### src/rtl/io_bus_router_pkg.sv
// ============================================================================
// io_bus_router_pkg : shared state encodings, default IO map and slot indices
// Revision 1.0
// ============================================================================
`default_nettype none

package io_bus_router_pkg;

    typedef enum logic [1:0] {
        IODEC_IDLE   = 2'd0,
        IODEC_ACCESS = 2'd1,
        IODEC_ERR    = 2'd2,
        IODEC_RESP   = 2'd3
    } iodec_state_e;

    localparam int          IODEC_IO_BIT_DFLT  = 22;
    localparam logic [31:0] IODEC_IO_BASE_DFLT = 32'h0040_0000;

    // Legacy fixed-decode peripherals, now expressed as slot numbers
    localparam int IODEC_SLOT_UART = 0;
    localparam int IODEC_SLOT_LED  = 1;
    localparam int IODEC_SLOT_GPIO = 2;

    function automatic logic [31:0] slot_offset(input logic [31:0] addr,
                                                input logic [31:0] base);
        return addr - base;
    endfunction

endpackage

`default_nettype wire

### src/rtl/io_bus_router_slot_decode.sv
// ============================================================================
// io_slot_decode : combinational address -> {RAM, unmapped, slot one-hot, offset}
// Revision 1.0
// ============================================================================
`default_nettype none

module io_slot_decode
    import io_bus_router_pkg::*;
#(
    parameter int          N_SLOTS = 4,
    parameter int          IO_BIT  = IODEC_IO_BIT_DFLT,
    parameter logic [31:0] IO_BASE = IODEC_IO_BASE_DFLT,
    parameter int          SLOT_AW = 8
) (
    input  logic [31:0]        addr,
    output logic               is_ram,
    output logic               is_unmapped,
    output logic [N_SLOTS-1:0] slot_oh,
    output logic [SLOT_AW-1:0] offset
);

    logic [31:0] off;
    logic [31:0] idx;

    always_comb begin
        // Wrapping subtraction turns IO addresses below IO_BASE into huge indices
        off         = slot_offset(addr, IO_BASE);
        idx         = off >> SLOT_AW;
        is_ram      = ~addr[IO_BIT];
        is_unmapped = addr[IO_BIT] && (idx >= 32'(N_SLOTS));
        offset      = off[SLOT_AW-1:0];
        slot_oh     = '0;
        for (int k = 0; k < N_SLOTS; k++) begin
            slot_oh[k] = addr[IO_BIT] && (idx == 32'(k));
        end
    end

endmodule

`default_nettype wire

### src/rtl/io_bus_router.sv
// ============================================================================
// io_bus_router : handshaked CPU data-port router to RAM or N_SLOTS IO slots.
// Optional access timeout enabled by defining IODEC_TIMEOUT_EN.
// Revision 1.0
// ============================================================================
`default_nettype none

module io_bus_router
    import io_bus_router_pkg::*;
#(
    parameter int          N_SLOTS     = 4,
    parameter int          IO_BIT      = IODEC_IO_BIT_DFLT,
    parameter logic [31:0] IO_BASE     = IODEC_IO_BASE_DFLT,
    parameter int          SLOT_AW     = 8,
    parameter int          TIMEOUT_CYC = 255
) (
    input  logic                  clk,
    input  logic                  rst_n,
    input  logic                  cpu_req,
    input  logic                  cpu_we,
    input  logic [31:0]           cpu_addr,
    input  logic [31:0]           cpu_wdata,
    input  logic [3:0]            cpu_be,
    output logic [31:0]           cpu_rdata,
    output logic                  cpu_ready,
    output logic                  cpu_err,
    output logic                  ram_sel,
    output logic                  ram_we,
    input  logic [31:0]           ram_rdata,
    input  logic                  ram_ready,
    output logic [N_SLOTS-1:0]    io_sel,
    output logic                  io_we,
    output logic [SLOT_AW-1:0]    io_addr,
    output logic [3:0]            io_be,
    output logic [31:0]           io_wdata,
    input  logic [N_SLOTS*32-1:0] io_rdata,
    input  logic [N_SLOTS-1:0]    io_ready
);

    if (N_SLOTS < 1 || N_SLOTS > 16) begin : g_bad_slots
        $error("io_bus_router: N_SLOTS out of range");
    end
    if (TIMEOUT_CYC < 1 || TIMEOUT_CYC > 65535) begin : g_bad_timeout
        $error("io_bus_router: TIMEOUT_CYC out of range");
    end

    iodec_state_e state_q, state_d;
    logic [31:0]  addr_q, addr_d;
    logic         we_q, we_d;
    logic [31:0]  wdata_q, wdata_d;
    logic [3:0]   be_q, be_d;
    logic [31:0]  rdata_q, rdata_d;
    logic         err_q, err_d;

    logic [31:0]        dec_addr;
    logic               dec_is_ram;
    logic               dec_is_unmapped;
    logic [N_SLOTS-1:0] dec_slot_oh;
    logic [SLOT_AW-1:0] dec_offset;

    logic        in_access;
    logic        tgt_ready;
    logic [31:0] tgt_rdata;
    logic        io_rdy_sel;
    logic [31:0] io_rdata_sel;
    logic        timeout;

    // In IDLE the live request is decoded so the next state is known at once
    assign dec_addr = (state_q == IODEC_IDLE) ? cpu_addr : addr_q;

    io_slot_decode #(
        .N_SLOTS (N_SLOTS),
        .IO_BIT  (IO_BIT),
        .IO_BASE (IO_BASE),
        .SLOT_AW (SLOT_AW)
    ) u_decode (
        .addr        (dec_addr),
        .is_ram      (dec_is_ram),
        .is_unmapped (dec_is_unmapped),
        .slot_oh     (dec_slot_oh),
        .offset      (dec_offset)
    );

    always_comb begin
        io_rdy_sel   = |(io_ready & dec_slot_oh);
        io_rdata_sel = '0;
        for (int k = 0; k < N_SLOTS; k++) begin
            if (dec_slot_oh[k]) begin
                io_rdata_sel = io_rdata_sel | io_rdata[32*k +: 32];
            end
        end
        tgt_ready = dec_is_ram ? ram_ready : io_rdy_sel;
        tgt_rdata = dec_is_ram ? ram_rdata : io_rdata_sel;
    end

`ifdef IODEC_TIMEOUT_EN
    localparam int WAIT_W = (TIMEOUT_CYC > 255) ? 16 : 8;

    logic [WAIT_W-1:0] wait_q, wait_d;

    always_comb begin
        wait_d  = (state_q == IODEC_ACCESS) ? wait_q + 1'b1 : '0;
        timeout = (state_q == IODEC_ACCESS) && (wait_q == WAIT_W'(TIMEOUT_CYC - 1));
    end

    always_ff @(posedge clk or negedge rst_n) begin
        if (!rst_n) begin
            wait_q <= '0;
        end else begin
            wait_q <= wait_d;
        end
    end
`else
    assign timeout = 1'b0;
`endif

    always_comb begin
        state_d = state_q;
        addr_d  = addr_q;
        we_d    = we_q;
        wdata_d = wdata_q;
        be_d    = be_q;
        rdata_d = rdata_q;
        err_d   = err_q;
        case (state_q)
            IODEC_IDLE: begin
                if (cpu_req) begin
                    addr_d  = cpu_addr;
                    we_d    = cpu_we;
                    wdata_d = cpu_wdata;
                    be_d    = cpu_be;
                    state_d = dec_is_unmapped ? IODEC_ERR : IODEC_ACCESS;
                end
            end
            IODEC_ACCESS: begin
                // Ready wins over a simultaneous timeout expiry
                if (tgt_ready) begin
                    rdata_d = we_q ? 32'h0 : tgt_rdata;
                    err_d   = 1'b0;
                    state_d = IODEC_RESP;
                end else if (timeout) begin
                    rdata_d = 32'h0;
                    err_d   = 1'b1;
                    state_d = IODEC_RESP;
                end
            end
            IODEC_ERR: begin
                rdata_d = 32'h0;
                err_d   = 1'b1;
                state_d = IODEC_RESP;
            end
            IODEC_RESP: begin
                state_d = IODEC_IDLE;
            end
            default: begin
                state_d = IODEC_IDLE;
            end
        endcase
    end

    always_ff @(posedge clk or negedge rst_n) begin
        if (!rst_n) begin
            state_q <= IODEC_IDLE;
            addr_q  <= '0;
            we_q    <= 1'b0;
            wdata_q <= '0;
            be_q    <= '0;
            rdata_q <= '0;
            err_q   <= 1'b0;
        end else begin
            state_q <= state_d;
            addr_q  <= addr_d;
            we_q    <= we_d;
            wdata_q <= wdata_d;
            be_q    <= be_d;
            rdata_q <= rdata_d;
            err_q   <= err_d;
        end
    end

    assign in_access = (state_q == IODEC_ACCESS);
    assign ram_sel   = in_access & dec_is_ram;
    assign ram_we    = in_access & dec_is_ram & we_q;
    assign io_sel    = in_access ? dec_slot_oh : '0;
    assign io_we     = in_access & ~dec_is_ram & we_q;
    assign io_addr   = in_access ? dec_offset : '0;
    assign io_be     = in_access ? be_q : 4'h0;
    assign io_wdata  = in_access ? wdata_q : 32'h0;
    assign cpu_ready = (state_q == IODEC_RESP);
    assign cpu_err   = cpu_ready & err_q;
    assign cpu_rdata = rdata_q;

endmodule

`default_nettype wire

### config.mk
export PLATFORM = sky130hd
export DESIGN_NAME = io_bus_router
export DESIGN_NICKNAME = d
export VERILOG_FILES = /design/src/rtl/io_bus_router_pkg.sv /design/src/rtl/io_bus_router_slot_decode.sv /design/src/rtl/io_bus_router.sv
export SDC_FILE = /design/constraint.sdc
export NUM_CORES = 1
export LEC_CHECK = 0
export CAP_MARGIN = 20
export CORE_ASPECT_RATIO = 0.7
export CORE_MARGIN = 2
export CORE_UTILIZATION = 36
export CTS_CLUSTER_SIZE = 10
export DETAILED_ROUTE_END_ITERATION = 16
export PLACE_DENSITY_LB_ADDON = 0.12
export SKIP_CTS_REPAIR_TIMING = 1
export SLEW_MARGIN = 20
export SYNTH_ARGS = -nofsm -noshare
export SYNTH_HDL_FRONTEND = slang
export SYNTH_SLANG_ARGS = --single-unit
### constraint.sdc
create_clock -name clk -period 2.95 [get_ports clk]
set_input_delay 0.885 -clock clk [delete_from_list [all_inputs] [get_ports clk]]
set_output_delay 0.885 -clock clk [all_outputs]
set_load 0.02 [all_outputs]
### Word level (Yosys, flattened, before mapping)

Cells that the tools add are included.
W data, S select, Z words.

* bits in registers: 104
* input bits: 237
* output and inout port bits: 85
* logic and storage cells: 59

* add/subtract/negate cells: 1
* order comparisons: 1
* equality and inequality tests: 8
* multiplexer cells: 20
* bitwise logic cells: 10
* reduce and logical (&&, ||, !) cells: 12

Operator list (count)
* $mux W32: 9
* $or A32 B32 Y32: 3
* $pmux W32 S2: 1
* $eq A24 B2 Y1 const B: 2
* $logic_not A32 Y1: 1
* $sub A32 B23 Y32 const B: 1
* $eq A24 B1 Y1 const B: 1
* $ge A24 B3 Y1 const B: 1
* $mux W4: 2
* $mux W8: 1
* $pmux W2 S4: 1
* $mux W2: 3
* $reduce_and A2 Y1: 3
* $and A1 B1 Y1: 5
* $logic_and A1 B1 Y1: 5
* $and A4 B4 Y4: 1
* $eq A2 B2 Y1 const B: 2
* $reduce_or A4 Y1: 1
* $eq A2 B1 Y1 const B: 1
* $logic_not A2 Y1: 1
* $mux W1: 2
* $ne A2 B1 Y1 const B: 1
* $ne A2 B2 Y1 const B: 1
* $pmux W1 S2: 1
* 2 further kinds: 2

### Longest topological paths before layout

Gate-level depths: netlist (run 1).

* depth after elaboration: 16
* gate-level depth with buffers: 12
* gate-level depth less buffers: 9

### Hierarchy

Synthesis (run 1) repeated with hierarchy kept, for this count alone.

* cells, all modules: 550
* area total of the unflattened synthesis: 6047.0 µm²

Modules (own cells, without submodules)
* io_bus_router: instances 1, cells an instance 524, area each 5844.4 µm², seq. area each 2602.5 µm²
* io_slot_decode: instances 1, cells an instance 26, area each 202.7 µm², seq. area each 0.0 µm²

### Worst setup path before layout (run 1)

No wires, ideal clock.

* path type: input -> output
* start point: input port cpu_addr[26]
* end point: output port io_sel[0]
* arrival: 2460 ps
* data required time: 2065 ps
* setup slack: -395 ps
* stages on the path: 6
* path buffers: 1
* cell sequence: or4_1 > o22ai_1 > and3_1 > buf_2 > nand2_1 > nor3_1

* longest elaborated chain between the ends: 5

RTL lines
* start, declared: RTL line io_bus_router.sv:21 `input logic [31:0] cpu_addr,`
* $mux W32: RTL line io_bus_router.sv:69 `assign dec_addr = (state_q == IODEC_IDLE) ? cpu_addr : addr_q;`
* $sub A32 B23 Y32: RTL line io_bus_router_pkg.sv:26 `return addr - base;`
* $logic_not A32 Y1: RTL line io_bus_router_slot_decode.sv:34 `slot_oh[k] = addr[IO_BIT] && (idx == 32'(k));`
* $logic_and A1 B1 Y1: RTL line io_bus_router_slot_decode.sv:34
* $mux W4: RTL line io_bus_router.sv:184 `assign io_sel = in_access ? dec_slot_oh : '0;`
* end, declared: RTL line io_bus_router.sv:31 `output logic [N_SLOTS-1:0] io_sel,`

Every way passes these cells.

### Final worst setup path (run 1)

* start point: input port cpu_addr[29]
* end point: output port io_sel[2]

* longest elaborated chain between the ends: 5

RTL lines (RTL line)
* $mux W32: io_bus_router.sv:69
* $sub A32 B23 Y32: io_bus_router_pkg.sv:26
* $eq A24 B2 Y1: io_bus_router_slot_decode.sv:34
* $logic_and A1 B1 Y1: io_bus_router_slot_decode.sv:34
* $mux W4: io_bus_router.sv:184

Every way passes these cells.

==> metrics.md, run 1 <==
| Metric | Value |
|---|---|
| Outcome | `finished, violations left` |
| Failing checks | `negative setup slack` |
| Required @ worst endpoint | `2.07 ns` |
| DP HPWL | `15.1 mm` |
| Global-route wire length before repair | `28.2 mm` |
| Crit. End Element | `output pin` |
| Placer Congestion | `0.808` |
| WS Path Type | `in -> out` |
| Setup_tns | `-0.852 ns` |
| RSZ-0062 raised after global routing | `true` |
| Worst hold slack | `0.482 ns` |
| Final Skew | `0.00751 ns` |
| Vias in the first global route | `5244` |
| Congestion Overflow GR | `0` |
| Final ANT Viol Nets | `0` |
| Number of synthesized flops with an enable pin | `0` |
| Drt pass-1 iters | `4` |
| DRC violations left | `0` |
| R2r setup slk | `0.21 ns` |
| 1st-iter DRT viols | `173` |
| Die width | `156 µm` |
| Max FO, Critical Path | `5` |
| Die height | `110 µm` |
| Synth Flop Type | `dfrtp_1` |
| Synth area leader | `dfrtp_1` |
| Routed len/inst | `19.7 µm` |
| Reg clk slew, reported paths | `0.07 ns` |
| Yosys Warn Count | `0` |
| H-tree levels | `3` |
| Vias | `4960` |
| Pleak | `4.78 nW` |
| Initial Utilization | `37.2%` |
| Seq/Total Area, Yosys | `44.8%` |
| Final Cycle Share | `109%` |
| Boundary Pins | `322` |
| Vias per cell | `5.09` |
| Setup Viol. Count Final | `4` |
| Worst Max-Slew Pin Slew | `0.465 ns` |
| Pwr/cell area | `928 nW/µm²` |
| Syn_nets | `673` |
| CTS buffer count | `9` |
| NumNets Final | `1010` |
| IO Port Bufs | `321` |
| # rows | `38` |
| MaxCap Viol Count | `0` |
| Worst hold path type | `in -> async` |
| CP Launch Type | `primary input` |
| Min Tclk post-route | `3.21 ns` |
| Critical path data arrival time | `2.33 ns` |
| Full die area | `17200 µm²` |
| Layout cell share with drive strength beyond 1 | `26.8%` |
| #FFs+latches synth | `104` |
| Post-synthesis cell area | `5810 µm²` |
| Max transition margin | `68.1%` |
| CTS tree | `built` |
| Hold Fails Final Rpt | `0` |
| Final Routed Wirelength | `19.2 mm` |
| Syn_area_per_cell | `13.5 µm²` |
| Largest net degree at the start of global routing | `53` |
| Clock Path Buffers | `2` |
| Final WS setup | `-0.261 ns` |
| Post-Synthesis Cells | `432` |
| Clock Latency Late Sink | `0.34 ns` |
| Final Slew Violations | `0` |
| Async S/R FF share, synth | `100%` |
| CTS root buf | `clkbuf_16` |
| Core area | `15600 µm²` |
| Synth top area share | `44.8%` |
| Area growth, synth to finish | `72.8%` |
| Initial antenna violation count | `2` |
| VDD IR max | `0.488 mV` |
| Area contributors post-synth | `dfrtp_1 45%, mux2_2 14%, mux4_2 11%` |
| All-Layer GR Usage | `21.3%` |
| Fmax | `311 MHz` |
| Clock Sinks | `104` |
| Synth cell types | `44` |
## final timing paths
check / start / to / cells past startpoint
worst max-delay path: cpu_addr[29] / io_sel[2] / 7
worst min-delay path: rst_n / addr_q[25] / 1
worst max register to register: state_q[1] / cpu_rdata[9] / 13
worst min register to register: cpu_rdata[8] / cpu_rdata[8] / 1
max in group asynchronous: rst_n / cpu_rdata[10] / 2
min in group clk: cpu_rdata[8] / cpu_rdata[8] / 1
## Yosys cell counts, drive strengths merged (6+ instances only)
master and count:
dfrtp 104, mux2 72, and2 38, a22oi 33, mux4 32, o2bb2ai 32, buf 24, nand2 15
clkbuf 10, mux2i 10, nor2b 8, nor3 6
## layer usage
metal	track usage (%)	share of wire (%)
met1	27.0	41
met3	5.67	7.2
met5	0	0
met4	4.65	0.87
met2	37.2	51
## cell families after synthesis
| kind of cell | count (synthesis) | synth area share (%) |
|---|---|---|
| flip-flops | 104 | 44.8 |
| multiplexers | 114 | 28.3 |
| AND/OR/NAND/NOR | 92 | 9.40 |
| buffers and inverters | 38 | 4.09 |
| AO/OA/AOI/OAI | 80 | 12.6 |
| adder cells (fa/ha/maj) | 4 | 0.861 |
## power by group
group          total [mW]  switching (mW)  internal [mW]
registers            2.54           0.395           2.15
clock network        1.13           0.550          0.583
logic                5.65            2.64           3.01
## sequential cells by signal, summed over array words and instances, names as in the netlist
register / cells
addr_q: 32
cpu_rdata: 32
wdata_q: 32
be_q: 4
state_q: 2
err_q: 1
we_q: 1
## metrics by stage
| stage | setup slack (ns) | cell area (µm²) | cells | total power [mW] | util [%] |
|---|---|---|---|---|---|
| 5_1_grt | -0.340 | 10000 | 975 | 9.92 | 64.2 |
| 6_report | -0.261 | 10000 | 975 | 9.32 | 64.2 |
| 4_1_cts | -1.18 | 9780 | 971 | 9.37 | 62.5 |
| 3_5_place_dp | -1.17 | 9500 | 956 | 8.20 | 60.8 |
| 3_3_place_gp | -1.14 | 9500 | 956 | 8.09 | 60.8 |
| 2_1_floorplan | -0.144 | 5890 | 432 | 5.98 | - |
## layout by cell type (no fill, tap or decap), types with 4 or more instances in the layout
cell type and count:
a22oi_1 33, and2_1 37, buf_12 6, buf_4 34, buf_6 5, clkbuf_16 9
clkbuf_2 4, clkdlybuf4s50_1 247, dfrtp_1 104, dlymetal6s2s_1 63, mux2_2 71, mux2i_1 10
mux4_2 29, nand2_1 12, nor2_1 4, nor2b_1 8, nor3_4 4, o2bb2ai_1 22
o2bb2ai_2 9
## critical path, cell delays in order
cell	delay [ns]
buf_6	0.09
or4_4	0.54
o22ai_4	0.13
and3_4	0.25
nand2_8	0.09
nor3_4	0.19
buf_6	0.14
## cell type report
cell class / instances / area [µm²]
Antenna cell: 2 / 5.00
Clock buffer: 9 / 225
Clock inverter: 6 / 55.1
Fill cell: 1173 / 5600
Inverter: 2 / 7.51
Multi-Input combinational cell: 290 / 3150
Sequential cell: 104 / 2600
Tap cell: 200 / 250
Timing Repair Buffer: 362 / 3750
Power figures use the tool's default switching activity.
==> run 2: changes to the inputs <==
- CAP_MARGIN: 20 -> 25
==> results of run 2 <==
Final layout, timing and power as in run 1 (identical DEF).
==> run 3: changes to the inputs <==
- SKIP_CTS_REPAIR_TIMING: 1 -> not set
==> run 3 against run 2 <==
Net effect: the flow still finishes with violations (negative setup slack); sequential share of layout area grew 0.49 points; global-route usage increased by 0.23 points; worst setup slack better by 0.020 ns; largest cell class unchanged.
==> metrics.md, run 3 (same netlist as run 1, synthesis figures left out) <==
| Metric | Value |
|---|---|
| Die width | `156 µm` |
| Reg clk slew, reported paths | `0.08 ns` |
| Sequential power share | `27.5%` |
| FF-to-FF End | `cpu_rdata[9]` |
| Outcome | `finished, violations left` |
| Most frequent cells in the layout | `247 x clkdlybuf4s50_1, 104 x dfrtp_1, 71 x mux2_2, 50 x dlygate4sd2_1, 39 x buf_4` |
| NumNets Final | `1016` |
| Max transition margin | `68.1%` |
| Congestion Overflow GR | `0` |
| Max FO, Critical Path | `5` |
| Clock Path Buffers | `2` |
| CTS root buf | `clkbuf_16` |
| MaxCap Viol Count | `0` |
| CTS tree | `built` |
| Pwr/cell area | `940 nW/µm²` |
| Most common cell after layout, fill and taps aside | `clkdlybuf4s50_1` |
| Final Cycle Share | `108%` |
| Crit-path cells | `buf_6, or4_4, o22ai_4, and3_4, nand2_8, nor3_4, buf_6` |
| Failing checks | `negative setup slack` |
| Routed len/inst | `19.6 µm` |
| CTS buffer count | `9` |
| Global-route wire length before repair | `28.5 mm` |
| Most frequent CP cell | `buf_6` |
| Final WS setup | `-0.241 ns` |
| Slowest cell on crit path | `or4_4` |
| Final Routed Wirelength | `19.2 mm` |
| Final Skew | `0.00893 ns` |
| NetSw | `3.62 mW` |
| Drt pass-1 iters | `6` |
| CP delay by family, top | `simple AND/OR/NAND/NOR gates` |
| Largest net degree at the start of global routing | `53` |
| Cell Int Power | `5.65 mW` |
| Fillers | `1213` |
| RSZ-0062 raised after global routing | `true` |
| 1st-iter DRT viols | `157` |
| Reg area | `2600 µm²` |
| Fmax | `313 MHz` |
| Critical path data arrival time | `2.31 ns` |
| CP Launch Type | `primary input` |
| Vias | `4988` |
| Initial antenna violation count | `2` |
| DRC violations left | `0` |
| Logic gate share of total power | `60.1%` |
| R2r setup slk | `0.23 ns` |
| Worst reg2reg path depth | `13` |
| Layout cell share with drive strength beyond 1 | `28.8%` |
| Clock Sinks | `104` |
| Switching part of the total power | `39.0%` |
| Crit. End Element | `output pin` |
| Required @ worst endpoint | `2.07 ns` |
| IO Port Bufs | `321` |
| Die height | `110 µm` |
| # rows | `38` |
| Vias in the first global route | `5304` |
| Reg-to-Reg Start | `state_q[0]` |
| Initial Utilization | `37.2%` |
| Worst path depth | `7` |
| Full die area | `17200 µm²` |
| Area of the multi-input gates | `3180 µm²` |
| H-tree levels | `3` |
| All-Layer GR Usage | `21.6%` |
| Worst Path Buf+Inv | `2` |
| Crit path largest cell delay | `0.54 ns` |
| Worst hold slack | `0.478 ns` |
| Worst hold path type | `in -> async` |
| Clock Latency Late Sink | `0.35 ns` |
| Placer Congestion | `0.808` |
| Clock group share of total power | `12.4%` |
| Post-CTS Hold Buffers | `0` |
| Min Tclk post-route | `3.19 ns` |
| Boundary Pins | `322` |
| Total power | `9.27 mW` |
| DP HPWL | `15.1 mm` |
| Final ANT Viol Nets | `0` |
| VDD IR max | `0.477 mV` |
| Hold Fails Final Rpt | `0` |
| Area growth, synth to finish | `69.6%` |
| Vias per cell | `5.08` |
| Setup Viol. Count Final | `4` |
| WS Path Type | `in -> out` |
| Pre-CTS WS | `-1.17 ns` |
| Final Slew Violations | `0` |
| Pleak | `4.11 nW` |
| Core area | `15600 µm²` |
| Worst Max-Slew Pin Slew | `0.465 ns` |
-- run 3: power groups by stage --
stage               registers [mW]  logic (mW)  clock network (mW)
floorplan                     2.73        3.25                   0
global placement              2.52        5.57                   0
detailed placement            2.55        5.65                   0
CTS                           2.53        5.56                1.17
global route                  2.65        5.97                1.23
finish                        2.55        5.57                1.15
-- run 3: stage by stage --
stage	cells	utilization [%]	setup TNS [ns]	cell area [µm²]
floorplan	432	-	-0.435	5890
global placement	956	60.8	-18.47	9500
detailed placement	956	60.8	-19.29	9500
CTS	975	62.7	-0.822	9810
global route	981	63.0	-1.21	9860
finish	981	63.0	-0.839	9860
-- run 3: worst reg2reg max path: cells and delay by family, from the launching register on --
| kind | cells | cell delay (ns) |
|---|---|---|
| fa+ha+maj | 1 | 0.20 |
| flops | 1 | 0.39 |
| buf+inv | 5 | 0.85 |
| compound gates | 3 | 0.67 |
| simple gates | 4 | 0.55 |
-- run 3: per-layer routing --
metal  vias up  routed length (µm)  global-route usage (%)
met5         -                   0                       0
met4         0                 214                    4.65
met3        15                1400                    5.67
met2       165                9590                    37.9
met1      2472                8000                    27.1
li1       2336                   -                       -
-- run 3: timing repair --
| item | 4_1_cts | 5_1_grt |
|---|---|---|
| cloned | 0 | 0 |
| gates resized for setup | 148 | 17 |
| pin swaps | 14 | 8 |
| endpoints found under the setup margin | 84 | 40 |
| buffers inserted | 4 | 4 |
-- run 3: worst max-delay path by stage --
stage / start / to / slack, ns
after CTS: cpu_addr[29] / io_sel[2] / -0.25
after detailed placement: cpu_addr[26] / io_sel[0] / -1.17
after global placement: cpu_addr[26] / io_sel[0] / -1.14
after global routing: cpu_addr[21] / io_sel[3] / -0.32
final: cpu_addr[29] / io_sel[3] / -0.24
after floorplan: cpu_addr[26] / io_sel[0] / -0.14
-- run 3: final cells by class --
cell class | count | share of cell area, %
clock buffer | 9 | 2.28
sequential | 104 | 26.4
tap | 200 | 2.54
clock inverter | 6 | 0.558
multi-input combinational | 290 | 32.2
timing repair buffer | 368 | 35.9
inverter | 2 | 0.0762
antenna | 2 | 0.0508
